--- config.mk ---
export PLATFORM = sky130hd
export DESIGN_NAME = tri_bus_receiver
export DESIGN_NICKNAME = d
export VERILOG_FILES = /design/src/rtl/tri_bus_pkg.sv /design/src/rtl/tri_bus_receiver_sync_fifo.sv /design/src/rtl/tri_bus_receiver.sv
export SDC_FILE = /design/constraint.sdc
export NUM_CORES = 1
export LEC_CHECK = 0
export ABC_AREA = 1
export CAP_MARGIN = 20
export CORE_MARGIN = 2
export CORE_UTILIZATION = 52
export CTS_BUF_LIST = sky130_fd_sc_hd__clkbuf_2
export CTS_CLUSTER_DIAMETER = 50
export DETAILED_ROUTE_END_ITERATION = 6
export GPL_TIMING_DRIVEN = 0
export PLACE_DENSITY = 0.78
export SYNTH_ARGS = -nofsm -noshare
export SYNTH_HDL_FRONTEND = slang
export SYNTH_SLANG_ARGS = --single-unit
--- constraint.sdc ---
create_clock -name iClk -period 1.9 [get_ports iClk]
set_input_delay 0.38 -clock iClk [delete_from_list [all_inputs] [get_ports iClk]]
set_output_delay 0.38 -clock iClk [all_outputs]
set_load 0.02 [all_outputs]
--- src/rtl/tri_bus_pkg.sv ---
// Shared definitions for the tri-state bus receiver and the driver-side parity generator.
package tri_bus_pkg;

    localparam int unsigned TRI_BUS_DATA_W = 8;

    typedef enum logic [1:0] {
        ST_IDLE   = 2'd0,
        ST_SETTLE = 2'd1,
        ST_HOLD   = 2'd2
    } tri_bus_state_e;

    // Even parity bit for a bus word; callers zero-extend narrower words.
    function automatic logic tri_bus_parity(input logic [63:0] d);
        return ^d;
    endfunction

endpackage

--- src/rtl/tri_bus_receiver_sync_fifo.sv ---
// Single-clock FIFO used by tri_bus_receiver; a push into a full FIFO succeeds only with a same-edge pop.
module sync_fifo #(
    parameter int unsigned DATA_W = 8,
    parameter int unsigned DEPTH  = 4
) (
    input  logic                       iClk,
    input  logic                       iRst,
    input  logic                       iPush,
    input  logic [DATA_W-1:0]          iPushData,
    input  logic                       iPopReq,
    output logic [DATA_W-1:0]          oRdData,
    output logic                       oRdValid,
    output logic [$clog2(DEPTH):0]     oCount,
    output logic                       oFull,
    output logic                       oDrop
);

    localparam int unsigned AW = $clog2(DEPTH);

    logic [DATA_W-1:0] mem_q [DEPTH];
    logic [AW-1:0]     wr_ptr_q;
    logic [AW-1:0]     rd_ptr_q;
    logic [AW:0]       count_q;
    logic              empty;
    logic              pop;
    logic              wr;

    assign empty    = (count_q == '0);
    assign oFull    = (count_q == (AW+1)'(DEPTH));
    assign pop      = iPopReq && !empty;
    assign wr       = iPush && (!oFull || pop);
    assign oDrop    = iPush && !wr;
    assign oRdValid = !empty;
    assign oCount   = count_q;
    // Head is forced to zero when empty so the stale memory never leaks out.
    assign oRdData  = empty ? '0 : mem_q[rd_ptr_q];

    always_ff @(posedge iClk) begin
        if (wr) begin
            mem_q[wr_ptr_q] <= iPushData;
        end
    end

    always_ff @(posedge iClk) begin
        if (iRst) begin
            wr_ptr_q <= '0;
            rd_ptr_q <= '0;
            count_q  <= '0;
        end else begin
            if (wr) begin
                wr_ptr_q <= wr_ptr_q + 1'b1;
            end
            if (pop) begin
                rd_ptr_q <= rd_ptr_q + 1'b1;
            end
            case ({wr, pop})
                2'b10:   count_q <= count_q + 1'b1;
                2'b01:   count_q <= count_q - 1'b1;
                default: count_q <= count_q;
            endcase
        end
    end

endmodule

--- src/rtl/tri_bus_receiver.sv ---
// Bus listener: captures one word per enable assertion after a settle interval into a FIFO.
// Optional even-parity check enabled by defining TRI_BUS_PARITY_EN.
module tri_bus_receiver
    import tri_bus_pkg::*;
#(
    parameter int unsigned DATA_W = TRI_BUS_DATA_W,
    parameter int unsigned DEPTH  = 4,
    parameter int unsigned SETTLE = 1
) (
    input  logic                       iClk,
    input  logic                       iRst,
    input  logic [DATA_W-1:0]          iBus,
    input  logic                       iBusEna,
`ifdef TRI_BUS_PARITY_EN
    input  logic                       iBusPar,
    output logic                       oParErr,
`endif
    output logic [DATA_W-1:0]          oRdData,
    output logic                       oRdValid,
    input  logic                       iRdReady,
    output logic [$clog2(DEPTH):0]     oCount,
    output logic                       oFull,
    output logic                       oOverflow
);

    localparam logic [2:0] SETTLE_L = 3'(SETTLE);

    tri_bus_state_e state_q, state_d;
    logic [2:0]     cnt_q, cnt_d;
    logic           capture;
    logic           push;
    logic           drop;
    logic           ovf_q;

    always_ff @(posedge iClk) begin
        if (iRst) begin
            state_q <= ST_IDLE;
            cnt_q   <= '0;
        end else begin
            state_q <= state_d;
            cnt_q   <= cnt_d;
        end
    end

    always_comb begin
        state_d = state_q;
        cnt_d   = cnt_q;
        case (state_q)
            ST_IDLE: begin
                if (iBusEna) begin
                    if (SETTLE == 0) begin
                        state_d = ST_HOLD;
                    end else begin
                        cnt_d   = 3'd1;
                        state_d = ST_SETTLE;
                    end
                end
            end
            ST_SETTLE: begin
                if (!iBusEna) begin
                    state_d = ST_IDLE;
                    cnt_d   = '0;
                end else if (cnt_q == SETTLE_L) begin
                    state_d = ST_HOLD;
                end else begin
                    cnt_d = cnt_q + 3'd1;
                end
            end
            ST_HOLD: begin
                if (!iBusEna) begin
                    state_d = ST_IDLE;
                end
            end
            default: state_d = ST_IDLE;
        endcase
    end

    always_comb begin
        capture = 1'b0;
        case (state_q)
            ST_IDLE:   capture = iBusEna && (SETTLE == 0);
            ST_SETTLE: capture = iBusEna && (cnt_q == SETTLE_L);
            default:   capture = 1'b0;
        endcase
    end

`ifdef TRI_BUS_PARITY_EN
    logic par_bad;
    logic par_err_q;

    assign par_bad = tri_bus_parity(64'(iBus)) ^ iBusPar;
    assign push    = capture && !par_bad;
    assign oParErr = par_err_q;

    always_ff @(posedge iClk) begin
        if (iRst) begin
            par_err_q <= 1'b0;
        end else begin
            par_err_q <= capture && par_bad;
        end
    end
`else
    assign push = capture;
`endif

    always_ff @(posedge iClk) begin
        if (iRst) begin
            ovf_q <= 1'b0;
        end else if (drop) begin
            ovf_q <= 1'b1;
        end
    end

    assign oOverflow = ovf_q;

    sync_fifo #(
        .DATA_W (DATA_W),
        .DEPTH  (DEPTH)
    ) u_fifo (
        .iClk      (iClk),
        .iRst      (iRst),
        .iPush     (push),
        .iPushData (iBus),
        .iPopReq   (iRdReady),
        .oRdData   (oRdData),
        .oRdValid  (oRdValid),
        .oCount    (oCount),
        .oFull     (oFull),
        .oDrop     (drop)
    );

endmodule

# Word level (Yosys, flattened, before mapping)
# Memories as Yosys holds them, arrays and structs flattened. A register that Yosys moved wholly into a read port is not among the register bits.
# Index checks and enable logic that the tools add are counted.
# totals
reg_bits	13
mem_bits_rw	32
inputBits	12
n_memories	1
# op_classes
addsub	5
mux	16
n_reduce_logical	14
n_eq_ne	10
# memory_table
memory	words	word_bits	read_ports	rd_clocked_by_memory_dff	wr	line_no	rtl
u_fifo.mem_q	4	8	1	1	1	tri_bus_receiver_sync_fifo.sv:20	logic [DATA_W-1:0] mem_q [DEPTH];
# ops
cell	count
$mux 2	6
$pmux 3 s2	2
$mux 3	3
$mux 8	1
$add 3x1->3 const B	2
$ne 3x3->1 const B	2
$pmux 2 s3	1
$reduce_and 3->1	2
$add 2x1->2 const B	2
$eq 2x1->1 const B	2
$eq 2x2->1 const B	2
$logic_and 1x1->1	4
$ne 2x2->1 const B	2
$reduce_bool 2->1	2
$eq 3x1->1 const B	1
$eq 3x3->1 const B	1
$logic_not 1->1	3
$logic_not 3->1	1
$mux 1	3
$sub 3x1->3 const B	1
$logic_not 2->1	1
$logic_or 1x1->1	1

# Longest topological paths before layout
# Gate-level depths: netlist (run 1).
# logic_depth
depth_word	7
mapped_depth	13

# Modules after synthesis
# A second synthesis (run 1) with hierarchy kept.
# hier_totals
hier_cells	207
hier_area_um2	2077.0
# modules_own_cells
module	area_per_inst_um2	cells_each	n_inst	seq_area_each_um2
sync_fifo	1769.2	162	1	1141.1
tri_bus_receiver	307.8	45	1	120.1

# Worst setup path after synthesis (run 1)
# Ideal clock, no wire load.
# synth_path
kind	register to register
startpoint	register cnt_q[1]
endpoint	register u_fifo.count_q[2], in the netlist u_fifo.oCount[2]
setup_ps	119
arrival_ps	1772
n_path_buf	0
stages_incl_launch_ff	13
required_ps	1781
path_slack_ps	9
path_cell_list	dfxtp_1 > inv_1 > ha_1 > nand2_1 > nor2_8 > nand2_4 > ha_1 > inv_1 > fa_1 > nand2_1 > nand3_1 > o21ai_0 > a21oi_1
# synth_via
elab_chain_len	6
elab_cells_between_ends	8
classes_between	eq/ne (3); mux (2); reduce/logical (3)
# synth_rtl
element	line_no	rtl
start: declaration	tri_bus_receiver.sv:29	logic [2:0] cnt_q, cnt_d;
start signal: assignment	tri_bus_receiver.sv:41	cnt_q <= cnt_d;
$eq 3x1->1 *	tri_bus_receiver.sv:82	ST_SETTLE: capture = iBusEna && (cnt_q == SETTLE_L);
$logic_and 1x1->1 *	tri_bus_receiver.sv:82	
$mux 1 *	tri_bus_receiver.sv:80	case (state_q)
$logic_and 1x1->1 *	tri_bus_receiver_sync_fifo.sv:31	assign wr = iPush && (!oFull || pop);
$eq 2x1->1 or $eq 2x2->1 (tied branches)	tri_bus_receiver_sync_fifo.sv:56	case ({wr, pop})
$pmux 3 s2 or $reduce_bool 2->1 (tied branches)	n/a	
end signal: assignment	tri_bus_receiver_sync_fifo.sv:57	2'b10: count_q <= count_q + 1'b1;
end signal: assignment	tri_bus_receiver_sync_fifo.sv:58	2'b01: count_q <= count_q - 1'b1;
end signal: assignment	tri_bus_receiver_sync_fifo.sv:59	default: count_q <= count_q;
end: declaration	tri_bus_receiver_sync_fifo.sv:23	logic [AW:0] count_q;
# Mark *: on every way between the ends. The rest lies on a longest branch, timed or not.
# A chain may end at the register's enable or synchronous reset.

==> results of run 1 <==
[sequential cells by signal (all words and copies together), names as in the netlist, named ones only]
signal	count
u_fifo.oCount	3
oOverflow	1
state_q	2
cnt_q	3
u_fifo.wr_ptr_q	2
u_fifo.mem_q	32
u_fifo.rd_ptr_q	2
[timing repair]
action / in CTS / in global routing
setup endpoints to repair: 13 / 11
pin swaps: 2 / 6
resized for setup: 52 / 18
gates cloned: 2 / 0
setup buffers: 1 / 5
[metrics by stage]
stage          std cells  power, mW  utilization, %
6_report             298       2.51            66.3
5_1_grt              298       2.64            66.3
4_1_cts              294       2.48            64.3
3_5_place_dp         283       1.82            61.5
3_3_place_gp         283       1.81            61.5
2_1_floorplan        208       1.56               -
[area by class of cell]
class	count	area [sq um]	area share (%)
well taps	50	62.6	2.38
clock buffers	6	30.0	1.14
plain buffers	4	41.3	1.57
repair buffers	32	282	10.7
inverters	26	104	3.94
multi-input cells	131	782	29.7
flip-flops and latches	47	1270	48.3
clock inverters	2	60.1	2.28
[layer usage]
metal / global-route usage, % / vias to the layer above / wire [um]
met2: 33.1 / 39 / 2010
met5: 0 / - / 0
met1: 17.5 / 692 / 1520
met3: 5.43 / 6 / 187
met4: 7.75 / 0 / 67
li1: - / 766 / -
[power by group]
part	switching, mW	internal, mW	total, mW
combinational	0.411	0.280	0.691
clock	0.300	0.360	0.660
sequential	0.0296	1.13	1.16
[cell families (layout without fill, tap and decap cells)]
family,Yosys count,in the layout
adder cells (fa/ha/maj),8,8
XOR/XNOR,1,1
buffers and inverters,30,70
AND/OR/NAND/NOR,85,85
flip-flops,47,47
AO/OA/AOI/OAI,37,37
[worst paths after layout]
kind	from	to	slack (ns)	depth (start not counted)
worst min-delay path	iBusEna	state_q[0]$_SDFFE_PP0P_	0.45	3
worst max-delay path	flip-flop	oRdData[1]	-0.07	7
worst min register to register	oOverflow$_SDFFE_PP0P_	oOverflow$_SDFFE_PP0P_	0.49	2
worst max register to register	cnt_q[1]$_SDFFE_PP0P_	u_fifo.oCount[2]$_SDFFE_PP0P_	0.08	13
[placed cells by master, fill, tap and decap left out, types with 9 or more instances in the layout]
master           Yosys  layout
edfxtp_1            32      32
nand2_1             18      17
clkdlybuf4s50_1      0      13
dfxtp_1             15       9
buf_4                2      15
nor2_1              41      41
inv_1               17      16
a21oi_1             15      15
o21ai_1             10      12
[critical path: stages (launching register included)]
cell     delay [ns]
dfxtp_2        0.39
buf_6          0.13
buf_6          0.12
nor2_1         0.04
nor2_1         0.09
o21ai_1        0.09
a21oi_1        0.17
buf_4          0.17
==> impl_metrics.ini, run 1 <==
[run_status]
status = complete, but fails checks
violations = setup timing

[yosys]
synthAdderAreaFrac_pct = 5.05
synth-main-ff-cell = edfxtp_1
syn_area_sq_um = 2130
synth_area_leader_cell = edfxtp_1
yosysMostFrequentCell = nor2_1
synthXorXnorAreaFrac_pct = 0.411
yosys-mux-area-fraction_pct = 0
synth_top_family_by_area = simple AND/OR/NAND/NOR gates
synthSimpleGateAreaFrac_pct = 20.1
synth-warning-count = 0
syn_nets = 228
yosysTopAreaCellShare_pct = 45.1
synth_seq_cells = 47
syn_area_per_cell_sq_um = 10.2
async_reset_ff_share_pct = 0
ys_top_cells_by_area = edfxtp_1, dfxtp_1, nor2_1
synth_edf_count = 32
synth_cells = 208
synth_compound_area_share_pct = 9.16
ys_top_cells_by_count = nor2_1, edfxtp_1, nand2_1
yosysSeqAreaShare_pct = 59.2
yosysUniqueCellTypes = 28

[min_path]
hp-class = input port to flip-flop

[layout]
fin_area_sq_um = 2630
syn2layout_area_growth_pct = 23.5
n_fill_cell = 320
drive_gt1_share_pct = 26.6
final_net_count = 267
diodes = 0

[detailed_routing]
first_pass_iters = 4
drc = 0
wirelength_um = 3790
via_per_inst = 5.04
vias = 1503
routedWlPerCell_um = 12.7
ant_nets = 0
dr.first_iter.drc_count = 70

[place]
place_ws_ns = -0.455
dpl-instance-area_sq_um = 2440
post-dp-hpwl_um = 2440
io_buffers = 25
gp_congestion = 0.747

[sta]
fin_crit_ns = 1.97
final_hold_viol_count = 0
fin_crit_sh_pct = 104
slew_viol_final = 0
tightest_slew_ns = 0.461
finClkSkew_ns = 0.0131
setup_viol = 4
max_clock_freq_mhz = 507
whs_ns = 0.450
slew_headroom_pct = 69.3
tns_ns = -0.179
rsz0062_at_grt = true
final.setup.worst_slack_ns = -0.0725

[floorplanning]
pin_count = 26
num_rows = 23
core-area_sq_um = 3970
chipWidth_um = 68.0
die-height_um = 68.0
die-area_sq_um = 4630
initial_utilization_pct = 53.7

[setup_path]
crit_path_start_kind = flip-flop
critPathArrivalTime_ns = 1.59
critPathMaxFanout = 5
crit_path_end_kind = output pin
criticalPathCategory = flip-flop to output pin
critPathRequiredTime_ns = 1.52

[clock_tree]
root_buffer = clkbuf_2
cts_tree = yes
clock-sinks = 47
ctsLongestPathBuffers = 2
cts_hold_buf = 0
ctsHtreeMaxLevel = 2
clk_latency_ns = 0.40
path_clk_slew_ns = 0.22
cts_made_buffers = 5

[global_routing]
antenna_found_initial = 0
grt_usage_pct = 17.6
overflow = 0
grt_pass1_wl_um = 5890
grt_pass1_vias = 1409
grt_max_degree = 15

[power]
p_leak_nw = 1.06
powerDensity_nw_per_um2 = 954
irDropWorstVdd_mv = 0.677

[job]
drv_cap = 0
Note: power is estimated with default switching activity, not from simulation.
==> inputs of run 2 (changes only) <==
CORE_UTILIZATION = 51   (was 52)
PLACE_DENSITY = 0.77   (was 0.78)
SYNTH_HIERARCHICAL = 1   (was default)
==> impl_metrics.ini, run 2 <==
[yosys]
synth-warning-count = 6
ys_top_cells_by_count = nor2_1, edfxtp_1, inv_1
synth_edf_count = 32
synth-main-ff-cell = edfxtp_1
yosysTopAreaCellShare_pct = 46.3
syn_area_per_cell_sq_um = 10.0
yosysMostFrequentCell = nor2_1
synth_area_leader_cell = edfxtp_1
synth_seq_cells = 47
yosysUniqueCellTypes = 25
yosysSeqAreaShare_pct = 60.7
syn_nets = 226
async_reset_ff_share_pct = 0
ys_top_cells_by_area = edfxtp_1, dfxtp_1, nor2_1
syn_area_sq_um = 2080
synth_cells = 207

[setup_path]
critPathMaxFanout = 10
crit_path_start_kind = flip-flop
criticalPathCategory = flip-flop to output pin
critPathRequiredTime_ns = 1.52
crit_path_end_kind = output pin
critPathArrivalTime_ns = 1.62

[sta]
finClkSkew_ns = 0.0243
setup_viol = 8
whs_ns = 0.500
slew_viol_final = 0
fin_crit_ns = 2.00
max_clock_freq_mhz = 501
final.setup.worst_slack_ns = -0.0967
fin_crit_sh_pct = 105
final_hold_viol_count = 0
tightest_slew_ns = 0.521
tns_ns = -0.582
slew_headroom_pct = 65.3
rsz0062_at_grt = true

[layout]
n_fill_cell = 294
mostFrequentLayoutCells = nor2_1, edfxtp_1, inv_1, a21oi_1
final_net_count = 267
drive_gt1_share_pct = 30.1
diodes = 0
syn2layout_area_growth_pct = 28.3
final_common_cell = nor2_1
regMostFlops = u_fifo/mem_q
largest_reg_flops = 32
utilization_pct = 67.1

[global_routing]
grt_max_degree = 17
grt_usage_pct = 18.1
antenna_found_initial = 0
grt_pass1_vias = 1339
grt_pass1_wl_um = 5890
overflow = 0

[place]
post-dp-hpwl_um = 2390
gp_congestion = 0.737
io_buffers = 25

[min_path]
hp-class = flip-flop to flip-flop

[clock_tree]
cts_hold_buf = 0
ctsHtreeMaxLevel = 2
clock-sinks = 47
clk_latency_ns = 0.42
cts_tree = yes
path_clk_slew_ns = 0.25
cts_made_buffers = 5
root_buffer = clkbuf_2
ctsLongestPathBuffers = 2

[job]
drv_cap = 0

[power]
power.share.clock_pct = 18.0
p_leak_nw = 1.03
intPower_mw = 1.94
irDropWorstVdd_mv = 0.548
p_sw_share_pct = 36.5
powerDensity_nw_per_um2 = 1150
combinationalPowerShare_pct = 42.8
sequentialPowerShare_pct = 39.3
power_switching_mw = 1.12

[floorplanning]
initial_utilization_pct = 52.3
core-area_sq_um = 3970
num_rows = 23
die-area_sq_um = 4600
chipWidth_um = 67.8
die-height_um = 67.8
pin_count = 26

[detailed_routing]
dr.first_iter.drc_count = 113
first_pass_iters = 4
wirelength_um = 3980
drc = 0
ant_nets = 0
via_per_inst = 5.08
vias = 1519
routedWlPerCell_um = 13.3

[run_status]
violations = setup timing
status = complete, but fails checks
[run 2: cell types whose count changed in the layout (fill, tap and decap cells not counted), sizes merged, moves of 2 or more]
cell      change
a21oi         +2
clkinvlp      +2
nand2         -2
nand3         -2
nor2          +2
[run 2: timing repair]
item                                    4_1_cts  5_1_grt
pin swaps                                    13       17
gates cloned                                  1        0
buffers inserted                              5        4
resized for setup                            75       25
endpoints found under the setup margin       43       12
[run 2: cell families after synthesis]
kind of cell	synth area share, %
xor+xnor	0.422
flops	60.7
compound gates	9.70
fa+ha+maj	4.58
buf+inv	6.08
simple gates	18.5
[run 2: power by group through the flow]
stage / Sequential (mW) / Clock (mW) / Combinational [mW]
2_1_floorplan: 1.23 / 0 / 0.666
3_3_place_gp: 1.21 / 0 / 1.11
3_5_place_dp: 1.21 / 0 / 1.12
4_1_cts: 1.20 / 0.560 / 1.23
5_1_grt: 1.21 / 0.606 / 1.42
6_report: 1.20 / 0.550 / 1.31
[run 2: path summary, 6_finish.rpt]
| check | end | depth (start not counted) | from | slack, ns |
|---|---|---|---|---|
| worst min register to register | oOverflow$_SDFFE_PP0P_ | 2 | oOverflow$_SDFFE_PP0P_ | 0.50 |
| worst max-delay path | oRdData[1] | 6 | flip-flop | -0.1 |
| worst min-delay path | oOverflow$_SDFFE_PP0P_ | 2 | oOverflow$_SDFFE_PP0P_ | 0.50 |
| worst max register to register | u_fifo/oCount[2]$_SDFFE_PP0P_ | 13 | state_q[1]$_SDFFE_PP0P_ | 0.11 |
[run 2: critical path, cell delays in order (launching register included)]
cell and delay (ns):
dfxtp_2 0.37, buf_8 0.14, inv_4 0.10, clkbuf_16 0.16, o21ai_0 0.09, a21oi_1 0.18
buf_4 0.17
[run 2: area by class of cell]
class,instances,area (sq um),area share [%]
Sequential cell,47,1270,47.7
Clock buffer,5,25.0,0.939
Clock inverter,3,46.3,1.74
Multi-Input combinational cell,130,754,28.3
Inverter,26,113,4.23
Buffer,3,55.1,2.07
Timing Repair Buffer,35,338,12.7
Tap cell,50,62.6,2.35
[run 2: layer usage]
metal / wire (um) / share of wire (%) / track usage [%]
met1: 1760 / 44 / 21.7
met2: 1990 / 50 / 30.4
met3: 147 / 3.7 / 5.92
met4: 75 / 1.9 / 6.50
met5: 0 / 0 / 0
[run 2: through the flow]
stage	cell area [sq um]	instances	setup WS [ns]	total power, mW
after floorplan	2080	207	0.135	1.90
after global placement	2390	282	-0.535	2.32
after detailed placement	2390	282	-0.548	2.33
after CTS	2570	296	-0.163	2.99
after global routing	2660	299	-0.217	3.23
final	2660	299	-0.0967	3.06
